<file path="src/rtl/tick_gen_multi.sv">
// Multi-channel programmable tick generator: each channel emits a one-clock
// pulse every Pe cycles (periodic) or once Pe cycles after start (one-shot).
module tick_gen_multi #(
    parameter int CH        = 4,
    parameter int W         = 24,
    parameter int DEFAULT_M = 1200000,
    localparam int CHW      = (CH > 1) ? $clog2(CH) : 1
) (
    input  logic           clk,
    input  logic           rst,
    input  logic           en,
    input  logic           wr,
    input  logic [CHW-1:0] wr_ch,
    input  logic [W-1:0]   wr_period,
    input  logic           wr_mode,
    input  logic [CH-1:0]  start,
    input  logic [CH-1:0]  stop,
    output logic [CH-1:0]  tick,
    output logic [CH-1:0]  busy
);

    localparam logic [W-1:0] DEF_P = W'(DEFAULT_M);

    for (genvar g = 0; g < CH; g++) begin : g_ch
        logic [W-1:0] r_period;
        logic         r_mode;
        logic [W-1:0] r_cnt;
        logic         r_active;
        logic         r_tick;
        logic         w_sel;
        logic [W-1:0] w_last;
        logic         w_wrap;

        // An out-of-range wr_ch matches no channel, so the write is dropped.
        assign w_sel  = wr && (int'(wr_ch) == g);
        // A period of 0 behaves as 1, so the last count is 0 in both cases.
        assign w_last = (r_period == '0) ? '0 : r_period - W'(1);
        // >= so a period shrunk below the running count wraps at once.
        assign w_wrap = (r_cnt >= w_last);

        always_ff @(posedge clk or posedge rst) begin
            if (rst) begin
                r_period <= DEF_P;
                r_mode   <= 1'b0;
                r_cnt    <= '0;
                r_active <= 1'b0;
                r_tick   <= 1'b0;
            end else begin
                if (w_sel) begin
                    r_period <= wr_period;
                    r_mode   <= wr_mode;
                end
                if (stop[g]) begin
                    r_active <= 1'b0;
                    r_cnt    <= '0;
                    r_tick   <= 1'b0;
                end else if (start[g]) begin
                    r_active <= 1'b1;
                    r_cnt    <= '0;
                    r_tick   <= 1'b0;
                end else if (r_active && en) begin
                    if (w_wrap) begin
                        r_cnt  <= '0;
                        r_tick <= 1'b1;
                        if (r_mode) begin
                            r_active <= 1'b0;
                        end
                    end else begin
                        r_cnt  <= r_cnt + W'(1);
                        r_tick <= 1'b0;
                    end
                end else begin
                    r_tick <= 1'b0;
                end
            end
        end

        assign tick[g] = r_tick;
        assign busy[g] = r_active;
    end

endmodule

</file>
<file path="config.mk">
export PLATFORM = sky130hd
export DESIGN_NAME = tick_gen_multi
export DESIGN_NICKNAME = d
export VERILOG_FILES = /design/src/rtl/tick_gen_multi.sv
export SDC_FILE = /design/constraint.sdc
export NUM_CORES = 1
export LEC_CHECK = 0
export ABC_AREA = 1
export CORE_MARGIN = 2
export CORE_UTILIZATION = 40
export CTS_BUF_LIST = sky130_fd_sc_hd__clkbuf_4
export DETAILED_ROUTE_END_ITERATION = 8
export PLACE_DENSITY_LB_ADDON = 0.15
export SLEW_MARGIN = 20
export SYNTH_ARGS = -nofsm -noshare
export SYNTH_HDL_FRONTEND = slang
export SYNTH_SLANG_ARGS = --single-unit
</file>
<file path="constraint.sdc">
create_clock -name clk -period 15.89 [get_ports clk]
set_input_delay 3.178 -clock clk [delete_from_list [all_inputs] [get_ports clk]]
set_output_delay 3.178 -clock clk [all_outputs]
set_load 0.05 [all_outputs]
</file>
==> impl_metrics.ini <==
[status]
outcome = completed

[worst_hold_path]
hold_end = g_ch[0].r_period[1]
worstHoldStart = g_ch[0].r_period[1]
holdPathStages = 2
hp-class = reg -> reg

[floorplan]
die-width_um = 194
dieArea_um2 = 37500
initial_core_util = 0.405
rows = 69
core_um2 = 35500
die_y_um = 194
io_pins = 47

[place]
dp_hpwl_um = 26800
dpl_cell_area_um2 = 15300
place_ws_ns = 10.04
port_buffers = 46
dp.cells = 2469
gp_congestion = 0.852

[setup_path]
critical-path-top-delay-family = buffers and inverters
worstPathMaxFanout = 3
r2r_cells = 15
critPathRequiredTime_ns = 12.71
endpoint_kind = primary output
r2r_start = g_ch[3].r_period[1]
crit_slowest_cell = clkdlybuf4s50_1
path_depth = 1
crit_buf_inv = 1
reg2reg_setup_slack_ns = 12.05
cp-start-kind = flop
path_cells = clkdlybuf4s50_1
arrival_ns = 1.99
worst_path_largest_cell_delay_ns = 0.84
r2r_end = g_ch[3].r_cnt[20]
path_class = reg -> out

[global_routing]
grt_pass1_wl_um = 59500
antenna_found_initial = 1
gr-usage-all-layers = 0.193
grt_max_degree = 91
overflow = 0
grt_pass1_vias = 11900

[sta]
rsz0062_at_grt = no
slew-limit-headroom = 0.432
setup_viol = 0
worstMarginPinSlew_ns = 0.849
period_needed_ns = 5.17
drv_slew = 0
finalHoldWorstSlack_ns = 0.491
max_clock_freq_mhz = 194
fin_crit_sh = 0.325
final_hold_viol_count = 0
skew_ns = 0.0385
tns_ns = 0
finalWorstSetupSlack_ns = 10.72

[routing]
drc = 0
first_pass_iters = 5
viasPerCell = 4.83
vias = 12400
ant_nets = 0
drt_iter0_drc = 654
wirelength_um = 35700
wl_per_cell_um = 13.8

[logic_synthesis]
synthMuxAreaShare = 0
syn_area_um2 = 14400
synth_adder_area_share = 0.0940
synth_simple_gate_area_frac = 0.344
synth_cells = 2000
synth_compound_area_frac = 0.0761
synth_xor_area_frac = 0.0475
ys_ff_latch = 204
syn_area_per_cell_um2 = 7.19
syn_nets = 2147
synth_warnings = 0
ys_seq_area_frac = 0.358
synth_top_family_by_area = simple AND/OR/NAND/NOR gates
ys_types = 44

[cts]
path_clk_slew_ns = 0.07
cts_tree = built
cts_hold_buf = 0
post_cts_resized = 0
htreeDepth = 2
insertion_delay_ns = 0.74
cts.sinks = 204
postCtsSetupRepairBufs = 0
clockBufferDepth = 3
cts_root_buf = clkbuf_4
cts_buffers = 57

[power]
max-vdd-ir-drop_uv = 50.2
p_leak_nw = 8.08
power_density_nw_per_um2 = 90.3
finalPower_mw = 1.44

[final_layout]
instances_no_fill = 2577
fin_util = 0.450
final_area_um2 = 16000
layout.nets = 2214
drive_gt1_frac = 0.115
syn_to_final_growth_pct = 11.2

[flow_run]
drv_cap = 0
[state kept, by name (all words and copies together) (netlist names)]
register	flops
g_ch.r_cnt	96
g_ch.r_period	96
g_ch.r_active	4
g_ch.r_mode	4
g_ch.r_tick	4
[kinds of logic (layout without fill, tap and decap cells)]
| kind of cell | Yosys count | in the layout |
|---|---|---|
| xor+xnor | 78 | 78 |
| fa+ha+maj | 108 | 108 |
| flops | 204 | 204 |
| compound gates | 203 | 203 |
| simple gates | 1112 | 1112 |
| buf+inv | 295 | 410 |
| other cells | 0 | 1 |
[layout by cell type, fill, tap and decap left out, drive strengths merged]
cell type	count
nor4b	1
and3	2
or2	27
nor3	42
nand4	30
nand3	138
xor2	47
o22ai	2
inv	249
nor4	12
nand3b	6
buf	6
clkinv	24
a21o	11
clkbuf	85
ha	108
a21oi	43
o32ai	1
clkdlybuf4s50	46
diode	1
o211ai	3
nand2	553
xnor2	31
o21bai	6
a21boi	6
o21ai	131
dfstp	32
dfrtp	172
nor2	301
[power by group]
part / switching, mW / internal, mW / leakage (nW) / total (mW)
sequential: 0.0572 / 0.573 / 2.63 / 0.631
combinational: 0.209 / 0.121 / 5.01 / 0.330
clock: 0.239 / 0.245 / 0.438 / 0.484
total: 0.505 / 0.939 / 8.08 / 1.44
[Yosys cell counts, drive strengths merged]
| cell type | instances | area [µm²] |
|---|---|---|
| nor4 | 12 | 90.1 |
| nand4 | 30 | 206 |
| nor3 | 42 | 264 |
| xnor2 | 31 | 272 |
| nor2 | 301 | 1290 |
| o211ai | 3 | 22.5 |
| dfstp | 32 | 841 |
| a21o | 11 | 82.6 |
| a21boi | 6 | 45.0 |
| inv | 248 | 936 |
| xor2 | 47 | 412 |
| dfrtp | 172 | 4300 |
| a21oi | 43 | 223 |
| or2 | 27 | 171 |
| nand2 | 553 | 2130 |
| clkbuf | 23 | 86.3 |
| clkinv | 3 | 11.3 |
| buf | 21 | 125 |
| o21bai | 6 | 45.0 |
| nand3 | 138 | 721 |
| o32ai | 1 | 8.76 |
| o22ai | 2 | 12.5 |
| o21ai | 131 | 656 |
| nor4b | 1 | 8.76 |
| ha | 108 | 1350 |
| nand3b | 6 | 45.0 |
| and3 | 2 | 12.5 |
[worst max-delay path by stage]
stage	startpoint	end
final	g_ch[1].r_active	busy[1]
after global routing	rst	g_ch[0].r_cnt[19]
after CTS	g_ch[1].r_active	busy[1]
after detailed placement	rst	g_ch[0].r_cnt[18]
after global placement	rst	g_ch[0].r_cnt[18]
after floorplan	rst	g_ch[0].r_active
[final cells by class]
| type | count | area, µm² |
|---|---|---|
| Timing Repair Buffer | 52 | 505 |
| Inverter | 251 | 955 |
| Sequential cell | 204 | 5140 |
| Antenna cell | 1 | 2.50 |
| Multi-Input combinational cell | 1501 | 8070 |
| Fill cell | 3697 | 19500 |
| Clock buffer | 85 | 638 |
| Tap cell | 461 | 577 |
| Clock inverter | 22 | 87.6 |
[metal layers]
metal,wire (µm),GRT usage
met4,872,0.0625
met1,17000,0.258
met5,0,0
met3,1690,0.0380
met2,16100,0.315
Note: power is estimated with default switching activity, not from simulation.
